## config.mk

```make
export PLATFORM = sky130hd
export DESIGN_NAME = alarm_sequencer
export DESIGN_NICKNAME = d
export VERILOG_FILES = /design/src/rtl/alarm_sequencer.sv
export SDC_FILE = /design/constraint.sdc
export NUM_CORES = 1
export LEC_CHECK = 0
export BUFFER_PORTS_ARGS = -buffer_cell sky130_fd_sc_hd__buf_4
export CAP_MARGIN = 20
export CORE_MARGIN = 2
export CORE_UTILIZATION = 40
export DETAILED_ROUTE_END_ITERATION = 10
export PLACE_DENSITY = 0.75
export SLEW_MARGIN = 40
export SYNTH_ARGS = -nofsm -noshare
export SYNTH_HDL_FRONTEND = slang
export SYNTH_SLANG_ARGS = --single-unit
```

## constraint.sdc

```tcl
create_clock -name clk -period 2.5 [get_ports clk]
set_clock_uncertainty 0.05 [all_clocks]
set_input_delay 0.5 -clock clk [delete_from_list [all_inputs] [get_ports clk]]
set_output_delay 0.5 -clock clk [all_outputs]
set_load 0.05 [all_outputs]
```

## src/rtl/alarm_sequencer.sv

```systemverilog
// Alarm-clock ring/snooze sequencer.
// Watches the current time against the alarm time. When the armed alarm
// matches, it rings with a blinking LED and buzzer. The user can stop the
// ring, or snooze it a limited number of times per alarm event. Adjust mode
// or disarming returns the block to IDLE from any state. Every output is
// registered.
module alarm_sequencer #(
    parameter int RING_TIMEOUT = 60,   // ring length in tick_1hz pulses before auto-stop
    parameter int SNOOZE_SEC   = 300,  // snooze length in tick_1hz pulses
    parameter int MAX_SNOOZE   = 3     // snoozes allowed per alarm event (0..3)
) (
    input  logic       clk,
    input  logic       rst,
    input  logic       tick_1hz,
    input  logic       adjust,
    input  logic       alarm_en,
    input  logic [4:0] time_h,
    input  logic [5:0] time_m,
    input  logic [5:0] time_s,
    input  logic [4:0] alarm_h,
    input  logic [5:0] alarm_m,
    input  logic       stop,
    input  logic       snooze,
    output logic       ringing,
    output logic       snoozing,
    output logic       alarm_led,
    output logic       buzzer,
    output logic [1:0] snooze_cnt
);

    // The second counter must reach the larger of the two durations without wrapping.
    localparam int CNT_MAX = (RING_TIMEOUT > SNOOZE_SEC) ? RING_TIMEOUT : SNOOZE_SEC;
    localparam int CNT_W   = (CNT_MAX < 2) ? 1 : $clog2(CNT_MAX + 1);

    localparam logic [CNT_W-1:0] RING_LIMIT   = CNT_W'(RING_TIMEOUT);
    localparam logic [CNT_W-1:0] SNOOZE_LIMIT = CNT_W'(SNOOZE_SEC);
    localparam logic [CNT_W-1:0] CNT_ONE      = CNT_W'(1);
    localparam logic [1:0]       SNOOZE_MAX   = 2'(MAX_SNOOZE);

    typedef enum logic [1:0] {
        IDLE   = 2'd0,
        ARMED  = 2'd1,
        RING   = 2'd2,
        SNOOZE = 2'd3
    } state_t;

    state_t           state_q;
    state_t           state_d;
    logic [CNT_W-1:0] sec_cnt_q;
    logic [CNT_W-1:0] sec_cnt_d;
    logic [CNT_W-1:0] sec_inc;
    logic             match;
    logic             match_q;
    logic             trigger;
    logic             disarm;
    logic             led_d;
    logic [1:0]       snooze_cnt_d;
    logic             ringing_d;
    logic             snoozing_d;
    logic             buzzer_d;

    // The alarm matches for a whole second, so only the first cycle of a match may fire it.
    assign match   = (time_h == alarm_h) && (time_m == alarm_m) && (time_s == 6'd0);
    assign trigger = match && !match_q;
    assign disarm  = adjust || !alarm_en;
    assign sec_inc = sec_cnt_q + CNT_ONE;

    // Next-state, counter and output decode; the disarm override outranks every button and tick.
    always_comb begin
        // NOTE: every signal driven here gets a default first, so no path can infer a latch.
        state_d      = state_q;
        sec_cnt_d    = sec_cnt_q;
        led_d        = alarm_led;
        snooze_cnt_d = snooze_cnt;

        if (disarm) begin
            state_d      = IDLE;
            sec_cnt_d    = '0;
            led_d        = 1'b0;
            snooze_cnt_d = 2'd0;
        end else begin
            unique case (state_q)
                IDLE: begin
                    // Not disarmed means clock mode with the alarm switch on.
                    state_d      = ARMED;
                    sec_cnt_d    = '0;
                    led_d        = 1'b0;
                    snooze_cnt_d = 2'd0;
                end

                ARMED: begin
                    if (trigger) begin
                        state_d      = RING;
                        sec_cnt_d    = '0;
                        led_d        = 1'b1;
                        snooze_cnt_d = 2'd0;
                    end
                end

                RING: begin
                    // An exhausted snooze behaves exactly like stop.
                    if (stop || (snooze && (snooze_cnt >= SNOOZE_MAX))) begin
                        state_d      = ARMED;
                        sec_cnt_d    = '0;
                        led_d        = 1'b0;
                        snooze_cnt_d = 2'd0;
                    end else if (snooze) begin
                        state_d      = SNOOZE;
                        sec_cnt_d    = '0;
                        led_d        = 1'b0;
                        snooze_cnt_d = snooze_cnt + 2'd1;
                    end else if (tick_1hz) begin
                        if (sec_inc == RING_LIMIT) begin
                            // Nobody answered: give up on this event and rearm.
                            state_d      = ARMED;
                            sec_cnt_d    = '0;
                            led_d        = 1'b0;
                            snooze_cnt_d = 2'd0;
                        end else begin
                            sec_cnt_d = sec_inc;
                            led_d     = !alarm_led;
                        end
                    end
                end

                SNOOZE: begin
                    // Snooze presses while already snoozing are ignored.
                    if (stop) begin
                        state_d      = ARMED;
                        sec_cnt_d    = '0;
                        led_d        = 1'b0;
                        snooze_cnt_d = 2'd0;
                    end else if (tick_1hz) begin
                        if (sec_inc == SNOOZE_LIMIT) begin
                            // Snooze used up: ring again, keeping the snooze count.
                            state_d   = RING;
                            sec_cnt_d = '0;
                            led_d     = 1'b1;
                        end else begin
                            sec_cnt_d = sec_inc;
                        end
                    end
                end

                default: begin
                    state_d      = IDLE;
                    sec_cnt_d    = '0;
                    led_d        = 1'b0;
                    snooze_cnt_d = 2'd0;
                end
            endcase
        end
    end

    // Outputs are a pure function of the next state, so they can be registered alongside it.
    always_comb begin
        ringing_d  = (state_d == RING);
        snoozing_d = (state_d == SNOOZE);
        buzzer_d   = ringing_d && led_d;
    end

    // State, counters, match history and registered outputs; rst aborts any event in progress.
    always_ff @(posedge clk) begin
        // NOTE: sequential state uses non-blocking assignments so all registers update together.
        if (rst) begin
            state_q    <= IDLE;
            sec_cnt_q  <= '0;
            match_q    <= 1'b0;
            ringing    <= 1'b0;
            snoozing   <= 1'b0;
            alarm_led  <= 1'b0;
            buzzer     <= 1'b0;
            snooze_cnt <= 2'd0;
        end else begin
            state_q    <= state_d;
            sec_cnt_q  <= sec_cnt_d;
            match_q    <= match;
            ringing    <= ringing_d;
            snoozing   <= snoozing_d;
            alarm_led  <= led_d;
            buzzer     <= buzzer_d;
            snooze_cnt <= snooze_cnt_d;
        end
    end

endmodule

```

==> results.toml, run 1 <==
[cts]
cts_tree = "yes"
cts_buffer_depth = 2
numCtsBuffers = 3
cts_num_sinks = 18
ctsHoldBuffers = 0
clock_latency_ns = 0.31
root_buffer = "clkbuf_4"
path_clk_slew_ns = 0.12
postCtsSetupBuffers = 0
cts_resized = 0
cts_max_level = 1

[sta]
setup_viol = 0
finalHoldViolCount = 0
worst_pin_slew_ns = 0.482
tns_ns = 0
maxSlewHeadroom_pct = 67.9
final.period_utilization_pct = 93.5
slew_viol_final = 0
timing.hold.ws_ns = 0.461
max_freq_ghz = 0.428
fin_crit_ns = 2.34
rsz0062_at_grt = "false"

[placed_design]
port_buffers = 40
dp_hpwl_um = 2520
place_congestion = 0.828

[critical_path]
crit_path_end_kind = "flop"
path_depth = 7
crit_type = "reg -> reg"
cp-start-kind = "flop"
crit_buf_inv = 0
slowest_delay_ns = 0.49
critPathMaxFanout = 6
path_delay_family = "compound AO/OA/AOI/OAI gates"
critPathSlowestCell = "a2111oi_4"
required_ns = 2.64
reg2reg_depth = 7
cp_cell_sequence = "ha_1, nand3_1, xor2_1, a2111oi_4, nor2_2, o21ai_2, o221ai_1"
arrival_ns = 2.48

[floorplan]
start_util_pct = 41.1
die-area_um2 = 3550
rows = 20
ios = 41
dieWidth_um = 59.6
die_h_um = 59.6
core_um2 = 3000

[route]
wl_per_cell_um = 14.6
vias_per_cell = 5.80
ant_nets = 0
vias = 1288
initialDrtViolationCount = 42
drt-pass1-iter-count = 4
drc = 0
wl_um = 3240

[synthesis]
async_flop_share_pct = 0
synth_area_leaders = "dfxtp_1 29%, xor2_1 7.1%, nand3_1 4.1%"
ys_types = 48
synthCells = 146
ys_warn_count = 0
seq_area_frac_synth_pct = 29.2
synth_common_cells = "18 x dfxtp_1, 10 x nand2_1, 10 x nand3_1, 10 x xor2_1, 9 x inv_1"
synth_edf_count = 0
netlist_area_um2 = 1230
yosysMostFrequentCell = "dfxtp_1"
ys.flop_type = "dfxtp_1"
syn-num-nets = 184
ys_ff_latch = 18
synth_top_cell_by_area = "dfxtp_1"
synth.top_cell.area_share_pct = 29.2
postSynthAreaPerCell_um2 = 8.46

[grt]
gr-total-overflow = 0
grt_first_pass_wirelength_um = 5400
grt_use_total_pct = 19.3
grt_pass1_vias = 1301
antenna_found_initial = 0
grt_max_degree = 12

[finish]
regArea_um2 = 360
areaGrowthSynthToFinish_pct = 30.1
drive_above_1_share_pct = 29.6
n_fill_cell = 300
multiInputGateArea_um2 = 820
antenna_cells = 0
finalNetCount = 228

[status]
outcome = "finished, final reports clean"

[power_and_ir_drop]
ir_worst_vdd_v = 0.000211
powerDensity_nw_per_um2 = 348
p_leak_nw = 0.642

[run]
maxCapViolCount = 0

[min_path]
hp-class = "reg -> reg"
hold_path_depth = 1
-- path summary, 6_finish.rpt --
| check | end | startpoint | slack, ns |
|---|---|---|---|
| worst min register to register | snooze_cnt[0] | snooze_cnt[0] | 0.46 |
| worst max-delay path | sec_cnt_q[2] | sec_cnt_q[0] | 0.16 |
| worst max register to register | sec_cnt_q[2] | sec_cnt_q[0] | 0.16 |
| worst min-delay path | snooze_cnt[0] | snooze_cnt[0] | 0.46 |
-- sequential cells by signal, summed over array words and instances (netlist names) --
signal / flops
match_q: 1
buzzer: 1
snoozing: 1
sec_cnt_q: 9
state_q: 2
alarm_led: 1
snooze_cnt: 2
ringing: 1
-- placed cells by master (no fill, tap or decap), drive strengths merged, types with 2 or more instances in the layout --
cell	count
buf	42
nor3b	2
clkbuf	4
o2111ai	2
and3b	2
o221ai	4
xor2	10
nand3b	2
a2111oi	3
nand2b	2
nor2	8
nand3	10
and2	3
xnor2	3
mux2i	2
inv	9
nand2	10
a31oi	2
or3b	3
ha	3
a21oi	8
o21ai	8
o22ai	2
nor4	2
nor3	6
dfxtp	18
nand4	3
o21a	2
nor2b	2
and4	2
-- metal layers --
layer  vias to the layer above  GRT usage [%]  wire length [um]
li1                        630              -                 -
met1                       623           21.9              1320
met2                        29           36.7              1750
met3                         6           2.40               114
met4                         0           6.67                57
met5                         -              0                 0
-- per-stage QoR --
step                instances  util [%]  total power, mW  setup slack, ns  instance area [um^2]
global route              222      53.5            0.571           0.0437                  1610
global placement          218      52.3            0.369            0.290                  1570
finish                    222      53.5            0.559            0.162                  1610
CTS                       222      53.5            0.559            0.171                  1610
floorplan                 146         -            0.320            0.476                  1230
detailed placement        218      52.3            0.373            0.181                  1570
-- area by class of cell --
cell class | instances | area share, %
sequential | 18 | 22.4
tap | 33 | 2.57
clock buffer | 4 | 2.26
multi-input combinational | 116 | 51.0
timing repair buffer | 42 | 19.6
inverter | 9 | 2.10
-- logic make-up after synthesis --
logic type / synth area share [%]
AND/OR/NAND/NOR: 27.7
AO/OA/AOI/OAI: 24.8
flip-flops: 29.2
XOR/XNOR: 9.22
buffers and inverters: 4.46
adder cells (fa/ha/maj): 3.04
multiplexers: 1.62
-- power by group --
| group | switching [mW] | internal (mW) |
|---|---|---|
| Sequential | 0.000904 | 0.287 |
| Combinational | 0.0305 | 0.0482 |
| Clock | 0.103 | 0.0888 |
| Total | 0.134 | 0.424 |
Note: power is estimated with default switching activity, not from simulation.
==> run 2, diff against run 1 <==
--- a/config.mk
+++ b/config.mk
@@ -5,12 +5,13 @@
 export SDC_FILE = /design/constraint.sdc
 export NUM_CORES = 1
 export LEC_CHECK = 0
+export ABC_AREA = 1
 export BUFFER_PORTS_ARGS = -buffer_cell sky130_fd_sc_hd__buf_4
 export CAP_MARGIN = 20
 export CORE_MARGIN = 2
 export CORE_UTILIZATION = 40
 export DETAILED_ROUTE_END_ITERATION = 10
-export PLACE_DENSITY = 0.75
+export PLACE_DENSITY = 0.73
 export SLEW_MARGIN = 40
 export SYNTH_ARGS = -nofsm -noshare
 export SYNTH_HDL_FRONTEND = slang
==> results.toml, run 2 <==
[status]
outcome = "finished, final reports clean"

[min_path]
hold_start = "rst"
worst_hold_path.endpoint = "match_q"
hp-class = "in -> reg"
hold_path_depth = 2

[finish]
antenna_cells = 0
regMostFlops = "sec_cnt_q"
drive_above_1_share_pct = 23.6
layout_commonest_cell = "nand2_1"
areaGrowthSynthToFinish_pct = 26.6
layout_common_cells = "86 x nand2_1, 44 x inv_1, 40 x buf_4, 32 x nor2_1, 18 x dfxtp_1"
multiInputGateArea_um2 = 900
reg.largest.list = "sec_cnt_q x9, snooze_cnt x2, state_q x2"
largest_reg_flops = 9
n_fill_cell = 344
regArea_um2 = 360
finalNetCount = 327

[power_and_ir_drop]
switching_share_pct = 24.6
p_leak_nw = 0.865
pwr-share-seq_pct = 51.0
power_frac_comb_pct = 15.4
switching_power_uw = 139
powerDensity_nw_per_um2 = 310
ir_worst_vdd_v = 0.000117
clkPwrFrac_pct = 33.6
p_int_uw = 425

[synthesis]
seq_area_frac_synth_pct = 25.0
synth_top_cell_by_area = "dfxtp_1"
async_flop_share_pct = 0
ys_ff_latch = 18
netlist_area_um2 = 1440
syn-num-nets = 284
ys_types = 25
synthCells = 246
synth.top_cell.area_share_pct = 25.0
synth_area_leaders = "dfxtp_1 25%, nand2_1 22%, inv_1 11%"
yosysMostFrequentCell = "nand2_1"
synth_common_cells = "86 x nand2_1, 44 x inv_1, 32 x nor2_1, 18 x dfxtp_1, 14 x a21oi_1"
ys_warn_count = 0
ys.flop_type = "dfxtp_1"
postSynthAreaPerCell_um2 = 5.85
synth_edf_count = 0

[sta]
timing.hold.ws_ns = 0.311
worst_pin_slew_ns = 0.387
fin_crit_ns = 1.99
tns_ns = 0
setup_viol = 0
final.period_utilization_pct = 79.5
rsz0062_at_grt = "false"
finalHoldViolCount = 0
slew_viol_final = 0
max_freq_ghz = 0.503
maxSlewHeadroom_pct = 74.2

[critical_path]
cp-start-kind = "flop"
critPathMaxFanout = 6
reg2reg_to = "snooze_cnt[0]"
arrival_ns = 2.14
reg2reg_slack_ns = 0.51
crit_type = "reg -> reg"
r2r_start = "sec_cnt_q[1]"
crit_path_end_kind = "flop"
reg2reg_depth = 12
required_ns = 2.65

[placed_design]
place_congestion = 0.823
dp_hpwl_um = 2440
port_buffers = 40

[route]
wl_um = 3070
vias = 1496
wl_per_cell_um = 9.19
drt-pass1-iter-count = 4
initialDrtViolationCount = 87
vias_per_cell = 4.48
ant_nets = 0
drc = 0

[cts]
path_clk_slew_ns = 0.11
cts_max_level = 1
clock_latency_ns = 0.31
ctsHoldBuffers = 0
cts_resized = 0
cts_num_sinks = 18
cts_tree = "yes"
root_buffer = "clkbuf_4"
numCtsBuffers = 3
postCtsSetupBuffers = 0
cts_buffer_depth = 2

[grt]
grt_pass1_vias = 1368
gr-total-overflow = 0
grt_max_degree = 12
grt_use_total_pct = 17.0
grt_first_pass_wirelength_um = 5660
antenna_found_initial = 0

[floorplan]
dieWidth_um = 64
core_um2 = 3390
die-area_um2 = 4100
start_util_pct = 42.5
rows = 21
die_h_um = 64
ios = 41

[run]
maxCapViolCount = 0
run 2: cell count changes after synthesis, sizes merged, moves of 4 or more:
cell	before	now
a21oi	8	16
xor2	10	0
o221ai	4	0
nor2	8	39
nor3	6	0
inv	9	45
nand2	10	93
o21ai	8	4
run 2: kinds of logic after synthesis:
family	Yosys count	synth area share, %
AOI/OAI and AO/OA	23	9.30
xor gates and xnor gates	3	1.82
adders and majority gates	3	2.61
buffers and inverters	47	12.5
DFF	18	25.0
and+or+nand+nor	152	48.7
run 2: critical path, cell delays in order, from the launching register on:
cell and delay [ns]:
dfxtp_1 0.44, ha_1 0.31, inv_1 0.06, nand2_1 0.08, nand3_1 0.07, nor2_1 0.14, nand2_2 0.10, nor2_4 0.15
nand2_1 0.06, nand3_1 0.11, nand3b_1 0.13, a21oi_1 0.14, nor2_1 0.05
run 2: routing by layer:
metal	wire [um]	track usage (%)	vias to the layer above	part of all wire (%)
met5	0	0	-	0
met4	53	5.71	0	1.7
li1	-	-	827	-
met3	168	2.29	5	5.5
met2	1280	27.7	33	42
met1	1570	22.9	631	51
run 2: power groups by stage:
stage               registers (mW)  clock network, mW  logic (mW)
global route                 0.288              0.203      0.0996
global placement             0.295                  0      0.0856
CTS                          0.288              0.194      0.0871
floorplan                    0.294                  0      0.0349
detailed placement           0.295                  0      0.0869
finish                       0.288              0.190      0.0867
run 2: worst max path at each step:
stage                 start       endpoint  slack, ns  depth (start not counted)
2_1_floorplan  sec_cnt_q[1]       snoozing       0.77                         12
3_3_place_gp   sec_cnt_q[1]  snooze_cnt[0]       0.53                         12
3_5_place_dp      time_s[5]   sec_cnt_q[0]       0.48                         11
4_1_cts        sec_cnt_q[1]  snooze_cnt[0]       0.52                         12
5_1_grt        sec_cnt_q[1]   sec_cnt_q[7]       0.30                         12
6_report       sec_cnt_q[1]  snooze_cnt[0]       0.51                         12
run 2: area by class of cell:
| type | count | area share, % |
|---|---|---|
| Tap cell | 46 | 3.16 |
| Inverter | 45 | 9.27 |
| Clock buffer | 4 | 1.99 |
| Timing Repair Buffer | 40 | 16.5 |
| Multi-Input combinational cell | 181 | 49.3 |
| Sequential cell | 18 | 19.8 |
run 2: metrics by stage:
stage / worst slack [ns] / instance area (um^2) / util (%) / instances / power (mW)
floorplan: 0.766 / 1440 / - / 246 / 0.329
global placement: 0.529 / 1790 / 52.7 / 330 / 0.380
detailed placement: 0.477 / 1790 / 52.7 / 330 / 0.381
CTS: 0.516 / 1820 / 53.8 / 334 / 0.570
global route: 0.304 / 1820 / 53.8 / 334 / 0.591
finish: 0.513 / 1820 / 53.8 / 334 / 0.564
==> run 3, diff against run 2 <==
--- a/config.mk
+++ b/config.mk
@@ -11,7 +11,7 @@
 export CORE_MARGIN = 2
 export CORE_UTILIZATION = 40
 export DETAILED_ROUTE_END_ITERATION = 10
-export PLACE_DENSITY = 0.73
+export PLACE_DENSITY = 0.76
 export SLEW_MARGIN = 40
 export SYNTH_ARGS = -nofsm -noshare
 export SYNTH_HDL_FRONTEND = slang
==> constraint.sdc (replaced) <==
create_clock -name clk -period 1.77 [get_ports clk]
set_clock_uncertainty 0.05 [all_clocks]
set_input_delay 0.354 -clock clk [delete_from_list [all_inputs] [get_ports clk]]
set_output_delay 0.354 -clock clk [all_outputs]
set_load 0.05 [all_outputs]
==> results.toml, run 3 (same netlist as run 2, synthesis figures left out) <==
[status]
outcome = "finished, violations left"
violations = "setup timing"

[critical_path]
startpoint = "sec_cnt_q[1]"
endpoint = "sec_cnt_q[1]"
r2r_start = "sec_cnt_q[1]"
slowest_delay_ns = 0.38
crit_type = "reg -> reg"
required_ns = 1.91
critPathMaxFanout = 8
arrival_ns = 1.95
reg2reg_depth = 12
critPathSlowestCell = "dfxtp_4"
crit_path_end_kind = "flop"
cpMostUsedCell = "nand2_2"
cp_cell_sequence = "ha_4, nand3_4, nor2_4, nand2_2, nand2_2, nand2_4, nor3b_4, nand2_1, nand2_2, nand2_4, nand2_2, a21oi_2"
cp-start-kind = "flop"
reg2reg_to = "sec_cnt_q[1]"
reg2reg_slack_ns = -0.04

[finish]
drive_above_1_share_pct = 40.1
layout_commonest_cell = "nand2_1"
reg.largest.list = "sec_cnt_q x9, snooze_cnt x2, state_q x2"
layout_common_cells = "72 x nand2_1, 57 x buf_4, 43 x inv_1, 31 x nor2_1, 19 x nand2_2"
largest_reg_flops = 9
fin_util_pct = 62.6
regMostFlops = "sec_cnt_q"
areaGrowthSynthToFinish_pct = 47.4
antenna_cells = 0
finalNetCount = 346
fin_cells = 353

[placed_design]
port_buffers = 40
dp_cells = 342
dp_hpwl_um = 2750
place_ws_ns = -0.113
place_congestion = 0.855

[floorplan]
start_util_pct = 42.5
die-area_um2 = 4100
rows = 21
die_h_um = 64
dieWidth_um = 64
core_um2 = 3390
ios = 41

[cts]
cts_tree = "yes"
numCtsBuffers = 3
root_buffer = "clkbuf_4"
clock_latency_ns = 0.31
cts_buffer_depth = 2
path_clk_slew_ns = 0.10
cts_max_level = 1
cts_num_sinks = 18

[grt]
grt_first_pass_wirelength_um = 6640
grt_pass1_vias = 1572
gr-total-overflow = 0
grt_use_total_pct = 20.1
grt_max_degree = 11
antenna_found_initial = 0

[sta]
timing.hold.ws_ns = 0.173
tns_ns = -0.198
worst_pin_slew_ns = 0.271
setup_slack_ns = -0.0421
final.period_utilization_pct = 102
max_freq_ghz = 0.552
finalHoldViolCount = 0
setup_viol = 8
maxSlewHeadroom_pct = 81.9
rsz0062_at_grt = "true"
fin_crit_ns = 1.81
slew_viol_final = 0

[route]
vias = 1649
vias_per_cell = 4.67
ant_nets = 0
drc = 0
initialDrtViolationCount = 126
drt-pass1-iter-count = 5
wl_um = 3950
wl_per_cell_um = 11.2

[power_and_ir_drop]
powerDensity_nw_per_um2 = 378
switching_share_pct = 24.8
pwr-share-seq_pct = 50.5
clkPwrFrac_pct = 33.2
ir_worst_vdd_v = 0.000301
power_frac_comb_pct = 16.3
p_leak_nw = 0.980
p_int_uw = 604
switching_power_uw = 199

[min_path]
hp-class = "in -> reg"

[run]
maxCapViolCount = 0
## run 3: changes by cell type in the layout (fill, tap and decap cells not counted), sizes merged
cell	before	now
buf	40	59
## run 3: cell type report
class / count / area, um^2
inverter: 45 / 169
clock buffer: 4 / 36.3
fill: 297 / 1270
timing repair buffer: 59 / 450
tap: 46 / 57.6
multi-input combinational: 181 / 1040
sequential: 18 / 372
## run 3: critical path: cells and delay by family (launching register included)
kind            cells  cell delay [ns]
simple gates       10             1.04
compound gates      1             0.05
fa+ha+maj           1             0.16
flops               1             0.38
## run 3: stage by stage
step | cell area (um^2) | power [mW]
5_1_grt | 2120 | 0.845
3_3_place_gp | 1880 | 0.542
6_report | 2120 | 0.803
3_5_place_dp | 1880 | 0.545
2_1_floorplan | 1440 | 0.465
4_1_cts | 2000 | 0.808
## run 3: per-layer routing
| layer | routed length (um) | up-vias | share of wire [%] | track usage [%] |
|---|---|---|---|---|
| met1 | 1810 | 717 | 46 | 24.4 |
| met3 | 225 | 8 | 5.7 | 3.70 |
| met5 | 0 | - | 0 | 0 |
| li1 | - | 872 | - | - |
| met4 | 70 | 0 | 1.8 | 6.52 |
| met2 | 1850 | 52 | 47 | 35.3 |
## run 3: power by group through the flow
stage	Clock [mW]	Sequential [mW]	Combinational (mW)
5_1_grt	0.290	0.406	0.150
3_3_place_gp	0	0.416	0.126
6_report	0.266	0.405	0.131
4_1_cts	0.273	0.405	0.129
2_1_floorplan	0	0.416	0.0493
3_5_place_dp	0	0.416	0.129
## run 3: how the worst min path moves through the flow
stage	startpoint	endpoint	slack, ns	cells after the start
final	rst	state_q[1]	0.17	2
after global routing	rst	match_q	0.16	2
after CTS	rst	ringing	0.16	2
after detailed placement	sec_cnt_q[8]	sec_cnt_q[8]	0.42	2
after global placement	sec_cnt_q[8]	sec_cnt_q[8]	0.42	2
after floorplan	rst	match_q	0.38	1
## run 3: what timing repair did
action / in CTS / in global routing
hold buffers: 0 / 0
pin swaps: 12 / 18
setup buffers: 5 / 2
hold endpoints to repair: 0 / 0
resized for setup: 14 / 31
setup endpoints to repair: 11 / 17
